===== src/rtl/instruction_fetch_unit.sv =====
// Instruction fetch unit: owns the PC, fetches from instruction memory, buffers {pc, instr}
// pairs in a small FIFO for decode, and handles redirects and sticky fetch faults.
module instruction_fetch_unit #(
  parameter logic [31:0] RESET_VECTOR = 32'h0000_0000,
  parameter int          MEM_WORDS    = 1024,
  parameter int          QDEPTH       = 2
) (
  input  logic        clk,
  input  logic        reset,
  output logic [31:0] imem_addr,
  input  logic [31:0] imem_instr,
  output logic        if_valid,
  output logic [31:0] if_instr,
  output logic [31:0] if_pc,
  input  logic        id_ready,
  input  logic        redirect,
  input  logic [31:0] redirect_pc,
  output logic        fault,
  output logic [31:0] fault_addr
);

  localparam int          PW    = (QDEPTH > 2) ? $clog2(QDEPTH) : 1;
  localparam int          CW    = $clog2(QDEPTH + 1);
  localparam logic [32:0] LIMIT = 33'(MEM_WORDS) * 33'd4;

  typedef enum logic {RUN, FAULT} state_e;

  typedef struct packed {
    logic [31:0] pc;
    logic [31:0] instr;
  } fq_entry_t;

  state_e                  state_q, state_d;
  logic [31:0]             pc_q, pc_d;
  logic                    fault_q, fault_d;
  logic [31:0]             faddr_q, faddr_d;
  fq_entry_t [QDEPTH-1:0]  fq_q;
  logic [PW-1:0]           wr_q, rd_q;
  logic [CW-1:0]           count_q;

  logic deq, space, enq, flush, bad_pc, bad_rd;

  assign deq    = if_valid & id_ready;
  assign space  = (count_q < CW'(QDEPTH)) | deq;
  assign bad_pc = (pc_q[1:0] != 2'b00) | ({1'b0, pc_q} >= LIMIT);
  assign bad_rd = (redirect_pc[1:0] != 2'b00) | ({1'b0, redirect_pc} >= LIMIT);

  // Redirect outranks fetch; fault state is only left by redirect or reset.
  always_comb begin
    state_d = state_q;
    pc_d    = pc_q;
    fault_d = fault_q;
    faddr_d = faddr_q;
    enq     = 1'b0;
    flush   = 1'b0;
    if (redirect) begin
      flush = 1'b1;
      pc_d  = redirect_pc;
      if (bad_rd) begin
        state_d = FAULT;
        fault_d = 1'b1;
        faddr_d = redirect_pc;
      end else begin
        state_d = RUN;
        fault_d = 1'b0;
        faddr_d = 32'h0;
      end
    end else if (state_q == RUN && space) begin
      if (bad_pc) begin
        state_d = FAULT;
        fault_d = 1'b1;
        faddr_d = pc_q;
      end else begin
        enq  = 1'b1;
        pc_d = pc_q + 32'd4;
      end
    end
  end

  always_ff @(posedge clk) begin
    if (!reset) begin
      state_q <= RUN;
      pc_q    <= RESET_VECTOR;
      fault_q <= 1'b0;
      faddr_q <= 32'h0;
    end else begin
      state_q <= state_d;
      pc_q    <= pc_d;
      fault_q <= fault_d;
      faddr_q <= faddr_d;
    end
  end

  // Flush drops everything, including an entry dequeued in the same cycle.
  always_ff @(posedge clk) begin
    if (!reset) begin
      fq_q    <= '0;
      wr_q    <= '0;
      rd_q    <= '0;
      count_q <= '0;
    end else if (flush) begin
      wr_q    <= '0;
      rd_q    <= '0;
      count_q <= '0;
    end else begin
      if (enq) begin
        fq_q[wr_q] <= '{pc: pc_q, instr: imem_instr};
        wr_q       <= (wr_q == PW'(QDEPTH - 1)) ? '0 : wr_q + PW'(1);
      end
      if (deq)
        rd_q <= (rd_q == PW'(QDEPTH - 1)) ? '0 : rd_q + PW'(1);
      count_q <= count_q + CW'(enq) - CW'(deq);
    end
  end

  assign imem_addr  = pc_q;
  assign if_valid   = (count_q != '0);
  assign if_instr   = fq_q[rd_q].instr;
  assign if_pc      = fq_q[rd_q].pc;
  assign fault      = fault_q;
  assign fault_addr = faddr_q;

endmodule

===== config.mk =====
export PLATFORM = sky130hd
export DESIGN_NAME = instruction_fetch_unit
export DESIGN_NICKNAME = d
export VERILOG_FILES = /design/src/rtl/instruction_fetch_unit.sv
export SDC_FILE = /design/constraint.sdc
export NUM_CORES = 1
export LEC_CHECK = 0
export CAP_MARGIN = 20
export CORE_MARGIN = 2
export CORE_UTILIZATION = 25
export CTS_CLUSTER_DIAMETER = 100
export DETAILED_ROUTE_END_ITERATION = 8
export DONT_BUFFER_PORTS = 1
export PLACE_DENSITY = 0.49
export SYNTH_ARGS = -nofsm -noshare
export SYNTH_HDL_FRONTEND = slang
export SYNTH_SLANG_ARGS = --single-unit

===== constraint.sdc =====
create_clock -name clk -period 5.6 [get_ports clk]
set_input_delay 0.56 -clock clk [delete_from_list [all_inputs] [get_ports clk]]
set_output_delay 0.56 -clock clk [all_outputs]
set_load 0.03 [all_outputs]

# --- Yosys cells after proc, flatten, opt, wreduce, memory -nomap -nowiden ---
# Index checks and enable logic that the tools add are counted.
classes:
  n_div: 0
  n_reduce_logical: 11
  n_shift: 0
  n_bitwise: 7
  n_mul: 0
  n_addsub: 5
  n_mux: 22
  eq_ne: 1
  magnitude_cmp: 6
op_table:
  columns: ["op", "count"]
  rows:
  - ["$mux W32", 7]
  - ["$mux W64", 3]
  - ["$bwmux W128", 1]
  - ["$demux W64 S1", 1]
  - ["$ge A32 B13 Y1 const B", 2]
  - ["$add A32 B3 Y32 const B", 1]
  - ["$mux W1", 10]
  - ["$reduce_bool A2 Y1", 5]
  - ["$reduce_and A2 Y1", 3]
  - ["$lt A1 B2 Y1 const B", 2]
  - ["$not A1 Y1", 3]
  - ["$or A1 B1 Y1", 3]
  - ["$add A1 B1 Y1 const B", 2]
  - ["$add A2 B1 Y2", 1]
  - ["$logic_and A1 B1 Y1", 2]
  - ["$lt A2 B2 Y1 const B", 1]
  - ["$ne A2 B2 Y1 const B", 1]
  - ["$reduce_or A2 Y1", 1]
  - ["$sub A2 B1 Y2", 1]
  - ["$and A1 B1 Y1", 1]
  - ["$ge A1 B1 Y1 const B", 1]
totals:
  input_bits: 68
  elab_cells: 62
  register_bits: 197
  output_inout_bits: 130
  memories: 0
  ramBits: 0
  latchBits: 0
  romBits: 0

# --- Logic depth before layout (Yosys ltp) ---
# Gate-level depths: netlist of the first run.
depth:
  ltp_word: 8
  mapped_depth: 11
  depth_no_buf: 9

# --- Least setup slack after synthesis of the first run ---
# No wires, ideal clock.
synth_timing:
  path_type: "flip-flop to flip-flop"
  startpoint: "register pc_q[14] (netlist: imem_addr[14])"
  endpoint: "register count_q[1]"
  required_time_ns: 5.485
  path_buffers: 2
  slack_ns: 2.973
  period_less_slack_ns: 2.627
  setup_time_ns: 0.115
  arrival_time_ns: 2.512
  path_stages_with_launch: 12
  cell_sequence: "dfxtp_1 > nor4_2 > nand4_2 > buf_2 > clkbuf_1 > or3_1 > ha_1 > inv_1 > ha_1 > xor2_1 > xnor2_1 > nor2_1"
synth_via:
  elab_chain_cells: 7
synth_lines:
  columns: ["element", "line", "rtl"]
  rows:
  - ["from (decl)", "34", "logic [31:0] pc_q, pc_d;"]
  - ["from (signal assigned)", "88", "pc_q <= pc_d;"]
  - ["$ge A32 B13 Y1", "45", "assign bad_pc = (pc_q[1:0] != 2'b00) | ({1'b0, pc_q} >= LIMIT);"]
  - ["$or A1 B1 Y1", "45", null]
  - ["$mux W1", "69", "if (bad_pc) begin"]
  - ["$mux W1", "68", "end else if (state_q == RUN && space) begin"]
  - ["$mux W1", "56", "if (redirect) begin"]
  - ["$add A2 B1 Y2", "112", "count_q <= count_q + CW'(enq) - CW'(deq);"]
  - ["$sub A2 B1 Y2", "112", null]
  - ["to (signal assigned)", "112", null]
  - ["to (decl)", "39", "logic [CW-1:0] count_q;"]
# No other way between the ends.
# A chain may end at the register's enable or synchronous reset.

# --- Final worst setup path of the first run ---
layout_timing:
  startpoint: "register pc_q[14] (netlist: imem_addr[14])"
  endpoint: "register fq_q[112] in the netlist's numbering"
layout_via:
  elab_chain_cells: 6
layout_lines:
  columns: ["element", "line", "rtl"]
  rows:
  - ["$ge A32 B13 Y1", "45", null]
  - ["$or A1 B1 Y1", "45", null]
  - ["$mux W1", "69", null]
  - ["$mux W1", "68", null]
  - ["$mux W1", "56", null]
  - ["$reduce_and A2 Y1 (no line)", null, null]
  - ["to (signal, indexed assignment)", "107", "fq_q[wr_q] <= '{pc: pc_q, instr: imem_instr};"]
  - ["to (decl)", "37", "fq_entry_t [QDEPTH-1:0] fq_q;"]
# No other way between the ends.

==> metrics.md, run 1 <==
| Metric | Value |
|---|---|
| Share of power burned in registers | `50.1%` |
| Fin cells | `1356` |
| Area added between synthesis and finish | `9.05%` |
| # H-tree levels | `4` |
| Final Critical Period | `3.33 ns` |
| CTS Buf Count | `17` |
| N_diodes | `0` |
| CTS tree | `done` |
| Combinational Power Share | `8.5%` |
| Total wire length | `29.9 mm` |
| Root buffer cell | `clkbuf_16` |
| Share of cells above drive strength 1 | `14.1%` |
| Status | `finished, final reports clean` |
| Max-slew headroom | `32.2%` |
| Tightest Pin Transition | `1.02 ns` |
| Busiest grt layer | `met2` |
| Tcrit/Tclk final | `59.4%` |
| Min-Delay Path Depth | `2` |
| Max-cap viol count | `0` |
| Yosys top cell area share | `43.8%` |
| Reg2reg setup slack | `2.27 ns` |
| Initial antenna violation count | `2` |
| Fmax | `300 MHz` |
| First DRT Iteration DRCs | `512` |
| Synth area leaders | `dfxtp_1, mux2_2, o31ai_1` |
| Crit path max fanout | `79` |
| Setup crit end kind | `flip-flop` |
| Core area | `0.0355 mm^2` |
| CTS max path bufs | `2` |
| Clock power frac | `41.4%` |
| R2R Path Start | `imem_addr[14]$_SDFFE_PN0P_` |
| Setup Crit Path Kind | `flip-flop to flip-flop` |
| CP cell instances | `nor4_2 > and4_4 > nand3_1 > and3_1` |
| Synth Register Bits | `197` |
| Cts hold-fix bufs | `0` |
| Total power draw | `0.00311 W` |
| Slowest stage cell, crit path | `and4_4` |
| Post-synth EDFFs | `0` |
| Net count after synthesis | `1045` |
| Setup Skew | `0.0173 ns` |
| Pin count of the biggest net entering global routing | `91` |
| Multi-input logic area | `0.00454 mm^2` |
| Synth area leader | `dfxtp_1` |
| Register area share after synthesis | `43.8%` |
| Drc violations | `0` |
| IO Port Bufs | `0` |
| Postcts setup bufs | `0` |
| Initial Util | `25.4%` |
| P_int | `0.00211 W` |
| Commonest non-fill, non-tap cells in the layout | `dfxtp_1, nand4_1, a21oi_1, o31ai_1, mux2_2` |
| Avg Synthesized Cell Area | `9.25 um^2` |
| Largest stage delay on the critical path | `0.89 ns` |
| Ys async rst share | `0%` |
| Maximum VDD drop | `0.219 mV` |
| Startpoint Class | `flip-flop` |
| Final nets | `954` |
| GRT Util Overall | `15.6%` |
| Endpoints failing setup | `0` |
| CP required | `5.94 ns` |
| Hold Fails Final Rpt | `0` |
| Power Density | `316 mW/mm^2` |
| Via density | `5.56` |
| Die width | `194 um` |
| Post-Synthesis Cells | `973` |
| Later-pin clock latency in the skew report | `0.46 ns` |
| Mapped Area | `0.00900 mm^2` |
| Drt first pass iters | `5` |
| Top_reg_cell synth | `dfxtp_1` |
| Met3 global-route usage | `5.25%` |
| Routed via count | `7539` |
| Die area | `0.0375 mm^2` |
| Met2 Use GR | `23.6%` |
| Die height | `194 um` |
| Final instance area | `0.00981 mm^2` |
| Post-placement cell area | `0.00919 mm^2` |
| First-pass GRT wire length | `46.3 mm` |
| Leak Pwr | `3.32 nW` |
| Filler cells | `3725` |
| Dpl hpwl | `17.7 mm` |
| Yosys warns | `0` |
| Most common cell after layout, fill and taps aside | `dfxtp_1` |
| Psw | `0.000998 W` |
| Met1 Resource Use GR | `20.9%` |
| Switching share of power | `32.1%` |
| Min-Delay Path Class | `primary input to flip-flop` |
| Final slew viol count | `0` |
| Placer Congestion | `0.751` |
| Clock transition at the registers of the reported paths | `0.09 ns` |
| Grt ovf | `0` |
| Sink Count | `197` |
| R2r worst-path depth | `4` |
| Hold_sp | `reset` |
| Post-route ant nets | `0` |
| Routed wire length per instance | `22.1 um` |
| FP Rows | `69` |
| Resized Gates After CTS | `0` |
| Number of global-route vias before repair | `7313` |
| Reg area | `0.00395 mm^2` |
| Worst r2r dst | `fq_q[112]$_SDFFE_PN0P_` |
| Hold EP | `imem_addr[7]$_SDFFE_PN0P_` |
| # IOs | `198` |
| RSZ-0062 raised after global routing | `no` |
| Critical Path AT | `3.67 ns` |
| Placed Cells | `1323` |
| Sum of negative setup slack | `0 ns` |
| Post-synth cell types | `46` |
per-stage QoR:
stage               hold slack, ns  setup WS (ns)  util, %
floorplan                    0.441           2.97        -
global placement             0.447           2.30     25.9
detailed placement           0.456           2.29     25.9
CTS                          0.207           2.29     27.6
global route                 0.209           2.09     27.7
finish                       0.238           2.27     27.7
Yosys cell counts (2+ instances only):
cell type,count
dfxtp_1,197
nand4_1,91
a21oi_1,89
clkbuf_1,86
o31ai_1,86
mux2_2,64
and3_1,50
nor2_1,37
a211oi_1,36
o21ai_0,29
buf_2,28
a2111oi_0,27
nor3_1,26
mux2i_1,21
inv_1,14
nand3_1,10
nor4_1,10
nand2_1,8
a311oi_1,6
nand2b_1,5
or4_1,5
ha_1,4
nor4_4,4
or3_1,4
a211o_1,3
and2_1,3
buf_1,3
nor2b_1,3
o211ai_1,3
and4_1,2
nand4_2,2
o21a_1,2
xnor2_1,2
cell type report:
type                    count  share of cell area (%)
flip-flops and latches    197                    40.2
inverters                  15                   0.586
well taps                 461                    5.88
repair buffers              9                   0.892
clock inverters            15                    1.80
multi-input cells         642                    46.3
clock buffers              17                    4.33
power by group through the flow:
stage	Sequential, W	Clock, W	Combinational, W
after floorplan	0.00156	0	0.000216
after global placement	0.00159	0	0.000259
after detailed placement	0.00159	0	0.000259
after CTS	0.00156	0.00132	0.000259
after global routing	0.00156	0.00138	0.000288
final	0.00156	0.00129	0.000264
worst max-delay path by stage:
stage	startpoint	to	slack (ns)
after global routing	imem_addr[14]$_SDFFE_PN0P_	fq_q[122]$_SDFFE_PN0P_	2.09
after floorplan	imem_addr[14]$_SDFFE_PN0P_	count_q[1]$_SDFF_PP0_	2.97
after CTS	imem_addr[14]$_SDFFE_PN0P_	fq_q[112]$_SDFFE_PN0P_	2.29
after global placement	imem_addr[14]$_SDFFE_PN0P_	fq_q[125]$_SDFFE_PN0P_	2.30
final	imem_addr[14]$_SDFFE_PN0P_	fq_q[112]$_SDFFE_PN0P_	2.27
after detailed placement	imem_addr[14]$_SDFFE_PN0P_	fq_q[119]$_SDFFE_PN0P_	2.29
worst max-delay path, delay by kind of cell, from the launching register on:
family | cells | cell delay [ns]
flops | 1 | 0.45
simple gates | 4 | 2.70
logic make-up (layout without fill, tap and decap cells):
logic type / after synthesis / after routing / share of synthesized area [%]
flops: 197 / 197 / 43.8
xor+xnor: 3 / 3 / 0.292
fa+ha+maj: 4 / 4 / 0.556
simple gates: 263 / 263 / 17.6
buf+inv: 134 / 56 / 6.10
compound gates: 287 / 287 / 21.3
mux: 85 / 85 / 10.3
metal layers:
layer	up-vias	routed length, um
met2	262	13600
li1	3565	-
met5	-	23
met3	26	2450
met4	4	540
met1	3682	13300
state kept, by name, summed over array words and instances, names as in the netlist:
signal      cells
count_q         2
fault           1
fault_addr     32
fq_q          128
imem_addr      32
rd_q            1
wr_q            1
Note: power is estimated with default switching activity, not from simulation.
==> run 2, diff against run 1 <==
clock period = 3.1 ns   (was 5.6 ns; I/O delays follow)
==> metrics.md, run 2 (synthesis results as in run 1) <==
| Metric | Value |
|---|---|
| Status | `finished, final reports clean` |
| Via density | `5.47` |
| Fin cells | `1434` |
| Tcrit/Tclk final | `87.0%` |
| RSZ-0062 raised after global routing | `no` |
| Min-Delay Path Class | `primary input to flip-flop` |
| Setup Crit Path Kind | `flip-flop to flip-flop` |
| CTS Buf Count | `17` |
| Top Layer Used | `met5` |
| Filler cells | `3732` |
| Critical Path AT | `3.05 ns` |
| Met2 wire length | `14.7 mm` |
| Drt first pass iters | `5` |
| Met3 routed WL | `2.74 mm` |
| Routed wire length per instance | `22.0 um` |
| Most frequent CP cell | `ha_1` |
| Switching share of power | `31.2%` |
| Die height | `194 um` |
| Die width | `194 um` |
| Root buffer cell | `clkbuf_16` |
| Most common cell after layout, fill and taps aside | `dfxtp_1` |
| Max-slew headroom | `27.2%` |
| Post-route setup slack | `0.403 ns` |
| Grt ovf | `0` |
| Leak Pwr | `3.67 nW` |
| Worst r2r dst | `count_q[1]$_SDFF_PP0_` |
| Final Critical Period | `2.70 ns` |
| Drc violations | `0` |
| Sum of negative setup slack | `0 ns` |
| CP required | `3.46 ns` |
| Hold Fails Final Rpt | `0` |
| Final slew viol count | `0` |
| IO Port Bufs | `0` |
| Endpoints failing setup | `0` |
| GRT Util Overall | `16.6%` |
| Fmax | `371 MHz` |
| R2R Path Start | `imem_addr[14]$_SDFFE_PN0P_` |
| Commonest non-fill, non-tap cells in the layout | `dfxtp_1, nand4_1, a21oi_1, o31ai_1, mux2_2` |
| CTS max path bufs | `2` |
| FP Rows | `69` |
| Combinational Power Share | `10.8%` |
| Final nets | `1031` |
| Total wire length | `31.6 mm` |
| P_int | `0.00392 W` |
| CP Capture Point | `count_q[1]$_SDFF_PP0_` |
| Placed Cells | `1344` |
| Share of cells above drive strength 1 | `15.1%` |
| Routed via count | `7846` |
| Crit path max fanout | `24` |
| Clock power frac | `40.2%` |
| First-pass GRT wire length | `48.8 mm` |
| Psw | `0.00178 W` |
| R2r worst-path depth | `9` |
| Core area | `0.0355 mm^2` |
| Slowest stage cell, crit path | `nor4_2` |
| Worst slack at placement | `0.351 ns` |
| Post-route ant nets | `0` |
| Largest stage delay on the critical path | `0.49 ns` |
| Setup Skew | `0.0113 ns` |
| Max FFs per register | `128` |
| CP cell instances | `nor4_2 > nand4_4 > or3_1 > ha_1 > inv_1 > ha_1 > xor2_1 > xnor2_1 > nor2_1` |
| CTS tree | `done` |
| Share of power burned in registers | `49.0%` |
| Number of global-route vias before repair | `7774` |
| Initial Util | `25.4%` |
| Max-cap viol count | `0` |
| Area added between synthesis and finish | `17.6%` |
| Min-Delay Path Depth | `1` |
| Dpl hpwl | `18.9 mm` |
| Resized Gates After CTS | `0` |
| Initial antenna violation count | `3` |
| First DRT Iteration DRCs | `377` |
| Worst Setup SP | `imem_addr[14]$_SDFFE_PN0P_` |
| Clock transition at the registers of the reported paths | `0.08 ns` |
| # IOs | `198` |
| Cts hold-fix bufs | `57` |
| Sink Count | `197` |
| Setup crit end kind | `flip-flop` |
| Reg2reg setup slack | `0.40 ns` |
| Pin count of the biggest net entering global routing | `89` |
| Top reg by flops | `fq_q` |
| Power Density | `539 mW/mm^2` |
| Tightest Pin Transition | `1.09 ns` |
| Postcts setup bufs | `0` |
| Startpoint Class | `flip-flop` |
| Later-pin clock latency in the skew report | `0.46 ns` |
| Die area | `0.0375 mm^2` |
| Maximum VDD drop | `0.421 mV` |
| # H-tree levels | `4` |
| M1 WL | `13.7 mm` |
| Placer Congestion | `0.770` |
## run 2: cell count changes in the layout (fill, tap and decap cells not counted), sizes merged
cell         delta
clkinv          -1
dlygate4sd3    +56
buf            +21
inv             -2
bufinv          +1
diode           +1
clkinvlp        +2
## run 2: critical path, delay by kind of cell (launching register included)
family / cells / cell delay, ns
XOR/XNOR: 2 / 0.30
adder cells (fa/ha/maj): 2 / 0.42
buffers and inverters: 1 / 0.06
flip-flops: 1 / 0.45
AND/OR/NAND/NOR: 4 / 1.37
## run 2: worst min-delay path by stage
stage	start	to
2_1_floorplan	fq_q[64]$_SDFFE_PN0P_	fq_q[64]$_SDFFE_PN0P_
3_3_place_gp	fq_q[88]$_SDFFE_PN0P_	fq_q[88]$_SDFFE_PN0P_
3_5_place_dp	fq_q[107]$_SDFFE_PN0P_	fq_q[107]$_SDFFE_PN0P_
4_1_cts	redirect	imem_addr[20]$_SDFFE_PN0P_
5_1_grt	redirect_pc[29]	imem_addr[29]$_SDFFE_PN0P_
6_report	reset	fq_q[116]$_SDFFE_PN0P_
## run 2: metrics by stage
step                      utilization, %  total power, W  hold WS, ns  area, um^2
after floorplan                        -         0.00321        0.441        9000
after global placement              26.5         0.00338        0.447        9420
after detailed placement            26.5         0.00338        0.456        9420
after CTS                           29.8         0.00578     0.000731       10600
after global routing                29.8         0.00593      0.00816       10600
final                               29.8         0.00570       0.0297       10600
## run 2: power groups by stage
stage | clock, W | sequential (W) | combinational (W)
final | 0.00229 | 0.00279 | 0.000617
after global routing | 0.00246 | 0.00280 | 0.000668
after CTS | 0.00237 | 0.00279 | 0.000617
after detailed placement | 0 | 0.00285 | 0.000526
after global placement | 0 | 0.00285 | 0.000525
after floorplan | 0 | 0.00282 | 0.000390
## run 2: layout make-up
class | count | area [um^2] | area share (%)
multi-input cells | 642 | 4540 | 42.9
repair buffers | 86 | 873 | 8.25
flip-flops and latches | 197 | 3950 | 37.3
well taps | 461 | 577 | 5.45
clock buffers | 17 | 425 | 4.02
diodes | 1 | 2.50 | 0.0236
inverters | 15 | 57.6 | 0.544
clock inverters | 15 | 159 | 1.50
## run 2: routing by layer
metal  vias up  global-route usage (%)
met5         -                       0
met4         4                    4.98
met3        27                    5.88
met2       282                    25.9
met1      3804                    21.4
li1       3729                       -
